File: config.mk
export PLATFORM = sky130hd
export DESIGN_NAME = pipeline_hazard_ctrl
export DESIGN_NICKNAME = d
export VERILOG_FILES = /design/src/rtl/pipeline_hazard_ctrl_pkg.sv /design/src/rtl/pipeline_hazard_ctrl_stage_shadow.sv /design/src/rtl/pipeline_hazard_ctrl.sv
export SDC_FILE = /design/constraint.sdc
export NUM_CORES = 1
export LEC_CHECK = 0
export CORE_MARGIN = 4
export CORE_UTILIZATION = 31
export DETAILED_ROUTE_END_ITERATION = 16
export GPL_TIMING_DRIVEN = 0
export PLACE_DENSITY = 0.52
export SLEW_MARGIN = 15
export SYNTH_ARGS = -nofsm -noshare
export SYNTH_HDL_FRONTEND = slang
export SYNTH_SLANG_ARGS = --single-unit
File: constraint.sdc
create_clock -name clk -period 2.38 [get_ports clk]
set_input_delay 0.357 -clock clk [delete_from_list [all_inputs] [get_ports clk]]
set_output_delay 0.357 -clock clk [all_outputs]
set_load 0.01 [all_outputs]
File: src/rtl/pipeline_hazard_ctrl_pkg.sv
// Shared definitions for the pipeline hazard controller: FSM states, forwarding selects, shadow flag layout.
// The HAZARD_FORWARDING_EN build option is consumed by pipeline_hazard_ctrl.sv.
package pipeline_hazard_ctrl_pkg;

   typedef enum logic [1:0] {
      ST_RUN    = 2'd0,
      ST_STALL  = 2'd1,
      ST_FLUSH  = 2'd2,
      ST_FREEZE = 2'd3
   } state_e;

   localparam logic [1:0] FWD_RF  = 2'b00;
   localparam logic [1:0] FWD_MEM = 2'b01;
   localparam logic [1:0] FWD_WB  = 2'b10;

   // Shadow entry flags are packed as {valid, regwrite, is_load}.
   localparam int SHADOW_FLAG_W = 3;
   localparam int FLAG_VALID    = 2;
   localparam int FLAG_REGWRITE = 1;
   localparam int FLAG_LOAD     = 0;

endpackage

File: src/rtl/pipeline_hazard_ctrl_stage_shadow.sv
// One pipeline stage's shadow entry ({valid, regwrite, is_load} plus rd), with load enable and bubble insert.
module stage_shadow
   import pipeline_hazard_ctrl_pkg::*;
#(
   parameter int REG_W = 4
) (
   input  logic                     clk,
   input  logic                     rst,
   input  logic                     en_i,
   input  logic                     bubble_i,
   input  logic [SHADOW_FLAG_W-1:0] flags_i,
   input  logic [REG_W-1:0]         rd_i,
   output logic [SHADOW_FLAG_W-1:0] flags_o,
   output logic [REG_W-1:0]         rd_o
);

   logic [SHADOW_FLAG_W-1:0] flags_q, flags_d;
   logic [REG_W-1:0]         rd_q, rd_d;

   always_comb begin
      flags_d = flags_q;
      rd_d    = rd_q;
      if (en_i) begin
         if (bubble_i) begin
            flags_d = '0;
            rd_d    = '0;
         end else begin
            flags_d = flags_i;
            rd_d    = rd_i;
         end
      end
   end

   always_ff @(posedge clk) begin
      if (!rst) begin
         flags_q <= '0;
         rd_q    <= '0;
      end else begin
         flags_q <= flags_d;
         rd_q    <= rd_d;
      end
   end

   assign flags_o = flags_q;
   assign rd_o    = rd_q;

endmodule

File: src/rtl/pipeline_hazard_ctrl.sv
// Decode-stage hazard controller: RAW stalls, branch flushes, memory freezes and optional forwarding.
// Define HAZARD_FORWARDING_EN to stall only on load-use and drive fwd_a/fwd_b; otherwise full RAW stalling.
module pipeline_hazard_ctrl
   import pipeline_hazard_ctrl_pkg::*;
#(
   parameter int REG_W   = 4,
   parameter bit R0_ZERO = 1'b1,
   parameter int CNT_W   = 16
) (
   input  logic             clk,
   input  logic             rst,
   input  logic             id_valid,
   input  logic [REG_W-1:0] id_rs1,
   input  logic [REG_W-1:0] id_rs2,
   input  logic             id_use_rs1,
   input  logic             id_use_rs2,
   input  logic [REG_W-1:0] id_rd,
   input  logic             id_regwrite,
   input  logic             id_is_load,
   input  logic             br_taken,
   input  logic             mem_busy,
   output logic             pc_en,
   output logic             ifid_en,
   output logic             ifid_flush,
   output logic             idex_flush,
   output logic             pipe_en,
   output logic [1:0]       fwd_a,
   output logic [1:0]       fwd_b,
   output logic [CNT_W-1:0] stall_cnt
);

   state_e                   state_q, state_d;
   logic [CNT_W-1:0]         stall_cnt_q, stall_cnt_d;
   logic [SHADOW_FLAG_W-1:0] id_flags, ex_flags, mem_flags, wb_flags;
   logic [REG_W-1:0]         ex_rd, mem_rd, wb_rd;
   logic                     id_live, src1_live, src2_live, hazard, advance, issue;
   logic [1:0]               fwd_a_d, fwd_b_d;

   function automatic logic srcLive(input logic use_i, input logic [REG_W-1:0] idx);
      return use_i && !(R0_ZERO && (idx == '0));
   endfunction

   function automatic logic writesReg(input logic [SHADOW_FLAG_W-1:0] flags,
                                      input logic [REG_W-1:0] rd, input logic [REG_W-1:0] idx);
      return flags[FLAG_VALID] && flags[FLAG_REGWRITE] && (rd == idx);
   endfunction

   // The cycle after a flush, ID holds the bubble the flush loaded, so a stale id_valid is ignored.
   assign id_live   = id_valid && (state_q != ST_FLUSH);
   assign src1_live = srcLive(id_use_rs1, id_rs1);
   assign src2_live = srcLive(id_use_rs2, id_rs2);
   assign id_flags  = {1'b1, id_regwrite, id_is_load};

`ifdef HAZARD_FORWARDING_EN
   always_comb begin
      hazard = (src1_live && writesReg(ex_flags, ex_rd, id_rs1) && ex_flags[FLAG_LOAD]) ||
               (src2_live && writesReg(ex_flags, ex_rd, id_rs2) && ex_flags[FLAG_LOAD]);
      fwd_a_d = FWD_RF;
      fwd_b_d = FWD_RF;
      if (src1_live && writesReg(mem_flags, mem_rd, id_rs1))     fwd_a_d = FWD_MEM;
      else if (src1_live && writesReg(wb_flags, wb_rd, id_rs1))  fwd_a_d = FWD_WB;
      if (src2_live && writesReg(mem_flags, mem_rd, id_rs2))     fwd_b_d = FWD_MEM;
      else if (src2_live && writesReg(wb_flags, wb_rd, id_rs2))  fwd_b_d = FWD_WB;
   end
`else
   // The register file is not write-first, so a producer still in WB blocks the read.
   always_comb begin
      hazard = (src1_live && (writesReg(ex_flags, ex_rd, id_rs1) ||
                              writesReg(mem_flags, mem_rd, id_rs1) ||
                              writesReg(wb_flags, wb_rd, id_rs1))) ||
               (src2_live && (writesReg(ex_flags, ex_rd, id_rs2) ||
                              writesReg(mem_flags, mem_rd, id_rs2) ||
                              writesReg(wb_flags, wb_rd, id_rs2)));
      fwd_a_d = FWD_RF;
      fwd_b_d = FWD_RF;
   end
`endif

   always_comb begin
      state_d = ST_RUN;
      if (mem_busy)                state_d = ST_FREEZE;
      else if (br_taken)           state_d = ST_FLUSH;
      else if (id_live && hazard)  state_d = ST_STALL;
   end

   always_comb begin
      pc_en      = 1'b1;
      ifid_en    = 1'b1;
      ifid_flush = 1'b0;
      idex_flush = 1'b0;
      pipe_en    = 1'b1;
      advance    = 1'b1;
      issue      = 1'b0;
      fwd_a      = fwd_a_d;
      fwd_b      = fwd_b_d;
      case (state_d)
         ST_FREEZE: begin
            pc_en   = 1'b0;
            ifid_en = 1'b0;
            pipe_en = 1'b0;
            advance = 1'b0;
         end
         ST_FLUSH: begin
            ifid_flush = 1'b1;
            idex_flush = 1'b1;
         end
         ST_STALL: begin
            pc_en      = 1'b0;
            ifid_en    = 1'b0;
            idex_flush = 1'b1;
         end
         default: issue = id_live;
      endcase
      if (!rst) begin
         pc_en      = 1'b0;
         ifid_en    = 1'b0;
         ifid_flush = 1'b1;
         idex_flush = 1'b1;
         pipe_en    = 1'b0;
         fwd_a      = FWD_RF;
         fwd_b      = FWD_RF;
      end
   end

   always_comb begin
      stall_cnt_d = stall_cnt_q;
      if ((state_d == ST_STALL) && (stall_cnt_q != '1)) stall_cnt_d = stall_cnt_q + CNT_W'(1);
   end

   always_ff @(posedge clk) begin
      if (!rst) begin
         state_q     <= ST_RUN;
         stall_cnt_q <= '0;
      end else begin
         state_q     <= state_d;
         stall_cnt_q <= stall_cnt_d;
      end
   end

   assign stall_cnt = stall_cnt_q;

   stage_shadow #(.REG_W(REG_W)) u_ex (
      .clk(clk), .rst(rst), .en_i(advance), .bubble_i(!issue),
      .flags_i(id_flags), .rd_i(id_rd), .flags_o(ex_flags), .rd_o(ex_rd)
   );

   stage_shadow #(.REG_W(REG_W)) u_mem (
      .clk(clk), .rst(rst), .en_i(advance), .bubble_i(1'b0),
      .flags_i(ex_flags), .rd_i(ex_rd), .flags_o(mem_flags), .rd_o(mem_rd)
   );

   stage_shadow #(.REG_W(REG_W)) u_wb (
      .clk(clk), .rst(rst), .en_i(advance), .bubble_i(1'b0),
      .flags_i(mem_flags), .rd_i(mem_rd), .flags_o(wb_flags), .rd_o(wb_rd)
   );

endmodule
==> flow_metrics.env, run 1 <==
export IMPL_outcome="finished clean"
export IMPL_synthFlopType="dfxtp_1"
export IMPL_ys_types=40
export IMPL_powerDensity_mw_per_mm2=459.1
export IMPL_num_antenna_cells=0
export IMPL_slew_violations=0
export IMPL_synth_xor_area_share_pct=10.87
export IMPL_synth_adder_area_share_pct=0.6472
export IMPL_dp_hpwl_um=3821
export IMPL_start_kind="flop"
export IMPL_drt_iter0_markers=91
export IMPL_hold_ws_ns=0.4840
export IMPL_postRouteAntennaNets=0
export IMPL_multi_input_area_mm2=0.001219
export IMPL_async_reset_ff_share_pct=0
export IMPL_grt_overflow_total=0
export IMPL_dp_cells=336
export IMPL_pwr_share_comb_pct=11.6
export IMPL_io_pin_count=46
export IMPL_worstMarginPinSlew_ns=0.7019
export IMPL_antenna_found_initial=0
export IMPL_routedWlPerCell_um=14.69
export IMPL_required_ns=2.02
export IMPL_seq_area_um2=729.5
export IMPL_hold_depth=2
export IMPL_numCtsBuffers=5
export IMPL_grt_max_degree=11
export IMPL_clock_sinks=36
export IMPL_synth_edff_count=0
export IMPL_syn_area_per_cell_um2=8.827
export IMPL_drc_errors=0
export IMPL_syn2layout_area_growth_pct=38.06
export IMPL_intPower_w=0.0009355
export IMPL_die_width_um=86.97
export IMPL_worstHoldEndpoint="stall_cnt[8]$_SDFFE_PN0P_"
export IMPL_drive_gt1_share_pct=20.07
export IMPL_crit_fanout=4
export IMPL_netlist_top_cells_area="dfxtp_1, mux2i_1, xor2_1"
export IMPL_endpoint_kind="output port"
export IMPL_critical_path_class="reg -> out"
export IMPL_max_freq_mhz=423.3
export IMPL_switching_share_pct=23.65
export IMPL_first_pass_iters=4
export IMPL_synthMuxAreaShare_pct=9.838
export IMPL_power_frac_seq_pct=50.0
export IMPL_power_total_w=0.001225
export IMPL_start_util_pct=32.27
export IMPL_synthSimpleGateAreaFrac_pct=24.60
export IMPL_hold_start="stall_cnt[8]$_SDFFE_PN0P_"
export IMPL_p_sw_w=0.0002897
export IMPL_ys_ff_latch=36
export IMPL_synth_seq_area_share_pct=37.28
export IMPL_fin_crit_sh_pct=99.27
export IMPL_clock_root_buffer="clkbuf_8"
export IMPL_period_minus_slack_ns=2.363
export IMPL_num_vias=1746
export IMPL_gp_congestion=0.8099
export IMPL_clk_pin_slew_ns=0.07
export IMPL_final_util_pct=44.55
export IMPL_yosys_area_top_type="dfxtp_1"
export IMPL_viasPerCell=5.003
export IMPL_dieArea_mm2=0.007563
export IMPL_grt_pass1_vias=1684
export IMPL_vdd_drop_max_uv=229.5
export IMPL_rr_worst_depth=10
export IMPL_synth_top_family_by_area="simple AND/OR/NAND/NOR gates"
export IMPL_pwr_share_clk_pct=38.3
export IMPL_reg2reg_to="stall_cnt[0]$_SDFFE_PN0P_"
export IMPL_relSlewSlack_pct=53.21
export IMPL_cp_data_arrival_time_ns=2.01
export IMPL_cts_hold_buffers=0
export IMPL_clk_insertion_delay_late_ns=0.28
export IMPL_grt_usage_pct=14.24
export IMPL_rsz0062_at_grt="yes"
export IMPL_min_path_type="reg -> reg"
export IMPL_syn_area_mm2=0.001933
export IMPL_yosysWarnings=0
export IMPL_die_h_um=86.97
export IMPL_setup_viol=0
export IMPL_cp_startpoint="u_mem.rd_o[1]$_SDFFE_PN0P_"
export IMPL_rows=28
export IMPL_reg2reg_slack_ns=0.17
export IMPL_final_cells=349
export IMPL_core_mm2=0.005991
export IMPL_p_leak_nw=1.003
export IMPL_htree_levels=2
export IMPL_hold_violations=0
export IMPL_num_fill_cells=590
export IMPL_fin_skew_ns=0.005985
export IMPL_timing_rr_start="u_mem.rd_o[1]$_SDFFE_PN0P_"
export IMPL_synthCells=219
export IMPL_cts_path_max_buffers=2
export IMPL_port_buffers=39
export IMPL_cap_violations=0
export IMPL_cts_tree="built"
export IMPL_grt_pass1_wl_um=8500
export IMPL_nets=296
export IMPL_synth_top_area_share_pct=37.28
export IMPL_synth_compound_area_share_pct=11.59
export IMPL_drt_wl_total_um=5127
-- how the worst max path moves through the flow --
stage	to	slack, ns	cells after the start
finish	pc_en	0.02	10
global route	pc_en	-0.1	10
CTS	ifid_en	0.01	9
detailed placement	pc_en	-1.31	9
global placement	pc_en	-1.31	9
floorplan	pc_en	0.06	7
-- logic make-up after synthesis --
group | Yosys count
AO/OA/AOI/OAI | 32
XOR/XNOR | 24
adder cells (fa/ha/maj) | 1
buffers and inverters | 18
flip-flops | 36
multiplexers | 19
other | 1
AND/OR/NAND/NOR | 88
-- routing by layer --
layer	vias to the layer above	wire, um	global-route usage (%)
li1	900	-	-
met1	806	2574	20.20
met2	35	2262	20.98
met3	5	216	3.500
met4	0	74	4.674
met5	-	0	0
-- cell usage in the layout, fill, tap and decap left out, types with 3 or more instances in the layout --
cell / n
dfxtp_1: 31
clkdlybuf4s50_1: 28
mux2i_1: 19
nor2_1: 16
nand2_1: 14
xor2_1: 13
buf_4: 11
nand4_1: 10
xnor2_1: 9
a21oi_1: 9
nor3_1: 7
clkbuf_8: 7
and3_1: 6
nand2b_1: 6
clkbuf_2: 5
nand3_1: 5
o21ai_0: 5
o31ai_1: 5
or4_1: 5
a32o_1: 5
clkdlybuf4s15_2: 5
clkbuf_1: 4
nor3_2: 4
or3_1: 4
conb_1: 4
dfxtp_2: 4
buf_6: 3
-- stage by stage --
step           setup TNS [ns]  setup WS, ns  area [um2]
2_1_floorplan               0       0.05745        1944
3_3_place_gp           -9.161        -1.313        2429
3_5_place_dp           -8.744        -1.308        2429
4_1_cts                     0       0.01372        2623
5_1_grt              -0.09693      -0.09693        2669
6_report                    0       0.01738        2669
-- state kept, by name, summed over array words and instances, names as in the netlist --
signal / flops
u_ex.rd_o: 4
state_q: 2
u_wb.flags_o: 2
u_mem.flags_o: 2
u_mem.rd_o: 4
u_ex.flags_o: 2
stall_cnt: 16
u_wb.rd_o: 4
-- synthesized netlist by cell type (2+ instances only) --
cell	n
or3_1	4
xor2_1	15
clkbuf_1	6
a32o_1	5
and3_1	6
mux2i_1	19
nor2_1	18
nand3_1	5
nand4_1	10
nand2b_1	6
nor3_1	12
buf_2	2
dfxtp_1	36
buf_4	5
and4_1	2
inv_1	2
o21ai_0	5
or4_1	5
xnor2_1	9
nand2_1	14
a21oi_1	10
o31ai_1	5
-- critical path: stages (launching register included) --
cell     delay [ns]
dfxtp_1        0.36
xor2_1         0.17
nor3_1         0.22
nand4_1        0.14
a21oi_2        0.19
nor3_4         0.07
buf_6          0.13
nor2_4         0.13
nor3_4         0.05
buf_4          0.15
buf_6          0.11
-- power by group through the flow --
| stage | sequential (W) | combinational [W] | clock, W |
|---|---|---|---|
| final | 0.000613 | 0.000143 | 0.000469 |
| after global routing | 0.000614 | 0.000156 | 0.000517 |
| after CTS | 0.000614 | 0.000137 | 0.000484 |
| after detailed placement | 0.000628 | 0.000134 | 0 |
| after global placement | 0.000628 | 0.000134 | 0 |
| after floorplan | 0.000626 | 0.0000692 | 0 |
-- area by class of cell --
| class | count | area share, % |
|---|---|---|
| Multi-Input combinational cell | 168 | 45.66 |
| Sequential cell | 36 | 27.33 |
| Timing Repair Buffer | 45 | 15.94 |
| Clock buffer | 7 | 3.610 |
| Buffer | 15 | 3.516 |
| Tap cell | 75 | 3.516 |
| Inverter | 3 | 0.4219 |
-- timing repair --
action                     4_1_cts  5_1_grt
resized for setup               43       15
pin swaps                       11        7
setup endpoints to repair        5       10
gates cloned                     0        0
setup buffers                    4        2
No activity file was read; power rests on OpenSTA's default activity.
==> run 2, diff against run 1 <==
Settings changed: ABC_AREA from default to 1, PLACE_DENSITY 0.52 to 0.51.
==> run 2 against run 1 <==
Against the previous run: power is 0.95% lower; global-route usage is 0.78 points higher; register-to-register slack better by 0.29 ns; largest cell class unchanged; critical endpoint unchanged; synthesized area is 8.1% higher; sequential share of layout area is 0.64 points lower; largest power group unchanged.
==> flow_metrics.env, run 2 <==
export IMPL_outcome="finished clean"
export IMPL_vdd_drop_max_uv=269.2
export IMPL_cts_path_max_buffers=2
export IMPL_routedWlPerCell_um=12.25
export IMPL_synthMuxAreaShare_pct=0
export IMPL_crit_fanout=8
export IMPL_tns_ns=0
export IMPL_crit_top_cell="buf_4"
export IMPL_grt_pass1_wl_um=10210
export IMPL_synth_xor_area_share_pct=2.934
export IMPL_netlist_top_cells_area="dfxtp_1, nand2_1, nor2_1"
export IMPL_seq_area_um2=728.2
export IMPL_htree_levels=2
export IMPL_drc_errors=0
export IMPL_relSlewSlack_pct=67.12
export IMPL_largest_register_ffs=16
export IMPL_clk_insertion_delay_late_ns=0.29
export IMPL_viasPerCell=4.688
export IMPL_grt_pass1_vias=2164
export IMPL_gp_congestion=0.8687
export IMPL_max_freq_mhz=432.5
export IMPL_placed_area_mm2=0.002587
export IMPL_port_buffers=39
export IMPL_clock_sinks=36
export IMPL_grt_usage_pct=15.01
export IMPL_nets=413
export IMPL_fin_skew_ns=0.01040
export IMPL_antenna_found_initial=0
export IMPL_yosys_cell_count_top_type="nand2_1"
export IMPL_pwr_share_clk_pct=34.2
export IMPL_power_frac_seq_pct=52.0
export IMPL_dp_hpwl_um=4490
export IMPL_drt_wl_total_um=5733
export IMPL_grt_max_degree=16
export IMPL_p_leak_nw=1.096
export IMPL_final_cell_mix="nand2_1, nor2_1, inv_1, dfxtp_1, clkdlybuf4s50_1"
export IMPL_first_pass_iters=4
export IMPL_die_width_um=90.10
export IMPL_io_pin_count=46
export IMPL_synth_compound_area_share_pct=13.53
export IMPL_grt_overflow_total=0
export IMPL_synth_edff_count=0
export IMPL_syn2layout_area_growth_pct=30.54
export IMPL_die_h_um=90.10
export IMPL_cp_slowest_stage_delay_ns=0.68
export IMPL_syn_area_mm2=0.002090
export IMPL_drive_gt1_share_pct=12.28
export IMPL_cp_cell_sequence="clkdlybuf4s50_1, clkinvlp_4, buf_4, nor2_2, buf_4, dlygate4sd2_1"
export IMPL_async_reset_ff_share_pct=0
export IMPL_syn_area_per_cell_um2=6.219
export IMPL_synth_commonest_cells="nand2_1, nor2_1, inv_1"
export IMPL_p_sw_w=0.0003217
export IMPL_endpoint_kind="output port"
export IMPL_cp_slowest_cell="clkdlybuf4s50_1"
export IMPL_final_cells=468
export IMPL_clock_root_buffer="clkbuf_8"
export IMPL_postRouteAntennaNets=0
export IMPL_yosysWarnings=0
export IMPL_ys_ff_latch=36
export IMPL_setup_slack_ns=0.06794
export IMPL_num_antenna_cells=0
export IMPL_fin_area_mm2=0.002728
export IMPL_start_util_pct=32.35
export IMPL_synth_adder_area_share_pct=0.5988
export IMPL_pwr_share_comb_pct=13.8
export IMPL_multi_input_area_mm2=0.001131
export IMPL_rows=29
export IMPL_cp_data_arrival_time_ns=1.96
export IMPL_cap_violations=0
export IMPL_min_path_type="reg -> reg"
export IMPL_core_mm2=0.006459
export IMPL_switching_share_pct=26.51
export IMPL_power_total_w=0.001214
export IMPL_final_common_cell="nand2_1"
export IMPL_synth_top_area_share_pct=34.49
export IMPL_dieArea_mm2=0.008118
export IMPL_dp_cells=455
export IMPL_required_ns=2.02
export IMPL_ys_types=28
export IMPL_hold_violations=0
export IMPL_drt_iter0_markers=99
export IMPL_worstMarginPinSlew_ns=0.4894
export IMPL_num_vias=2194
export IMPL_yosys_area_top_type="dfxtp_1"
export IMPL_intPower_w=0.0008919
export IMPL_synthFlopType="dfxtp_1"
export IMPL_numCtsBuffers=5
export IMPL_rsz0062_at_grt="yes"
export IMPL_synthSimpleGateAreaFrac_pct=35.87
export IMPL_period_minus_slack_ns=2.312
export IMPL_setup_viol=0
export IMPL_critical_path_class="in -> out"
export IMPL_num_fill_cells=719
export IMPL_clk_pin_slew_ns=0.07
export IMPL_fin_crit_sh_pct=97.15
export IMPL_synth_top_family_by_area="simple AND/OR/NAND/NOR gates"
export IMPL_synth_seq_area_share_pct=34.49
export IMPL_slew_violations=0
export IMPL_start_kind="input port"
export IMPL_cts_tree="built"
export IMPL_powerDensity_mw_per_mm2=444.9
export IMPL_synthCells=336
export IMPL_pre_cts_ws_ns=-0.5495
[run 2: layout make-up]
type                    instances  area share, %
clock inverters                 1         0.1835
multi-input cells             241          41.47
well taps                      77          3.532
flip-flops and latches         36          26.70
repair buffers                 46          15.78
clock buffers                   6          2.661
inverters                      49          6.881
plain buffers                  12          2.798
[run 2: stage by stage]
stage | utilization (%) | hold slack [ns]
finish | 42.23 | 0.4627
global route | 42.23 | 0.4903
CTS | 41.48 | 0.4764
detailed placement | 40.06 | 0.4664
global placement | 40.06 | 0.4626
floorplan | - | 0.4462
[run 2: power by group through the flow]
stage | logic (W) | clock network (W) | registers (W)
after detailed placement | 0.000166 | 0 | 0.000644
after CTS | 0.000161 | 0.000432 | 0.000631
final | 0.000168 | 0.000415 | 0.000631
after global routing | 0.000191 | 0.000456 | 0.000633
after floorplan | 0.0000937 | 0 | 0.000640
after global placement | 0.000167 | 0 | 0.000644
[run 2: per-layer routing]
metal	routed length (um)	global-route usage, %
met1	2806	19.98
met2	2592	24.39
met5	0	0
met4	85	3.571
met3	248	3.756
[run 2: critical path, delay by kind of cell]
kind          cells  cell delay [ns]
simple gates      1             0.12
buf+inv           5             1.48
[run 2: path summary, 6_finish.rpt]
kind,startpoint,end,slack (ns),depth (start not counted)
worst max-delay path,rst,pc_en,0.07,6
worst max register to register,u_mem.rd_o[0]$_SDFFE_PN0P_,stall_cnt[10]$_SDFFE_PN0P_,0.46,15
worst min register to register,u_ex.flags_o[2]$_SDFFE_PN0P_,u_ex.flags_o[2]$_SDFFE_PN0P_,0.46,2
worst min-delay path,u_ex.flags_o[2]$_SDFFE_PN0P_,u_ex.flags_o[2]$_SDFFE_PN0P_,0.46,2
[run 2: kinds of logic (layout without fill, tap and decap cells)]
kind of cell               Yosys count  after routing
and+or+nand+nor                    175            175
adders and majority gates            1              1
xor gates and xnor gates             7              7
buffers and inverters               62            114
other                                1              4
AOI/OAI and AO/OA                   54             54
DFF                                 36             36
[run 2: timing repair]
action | CTS | global route
buffers inserted | 2 | 5
gates resized for setup | 20 | 9
hold buffers | 0 | 0
cloned | 0 | 0
pin swaps | 1 | 2
setup endpoints to repair | 5 | 5
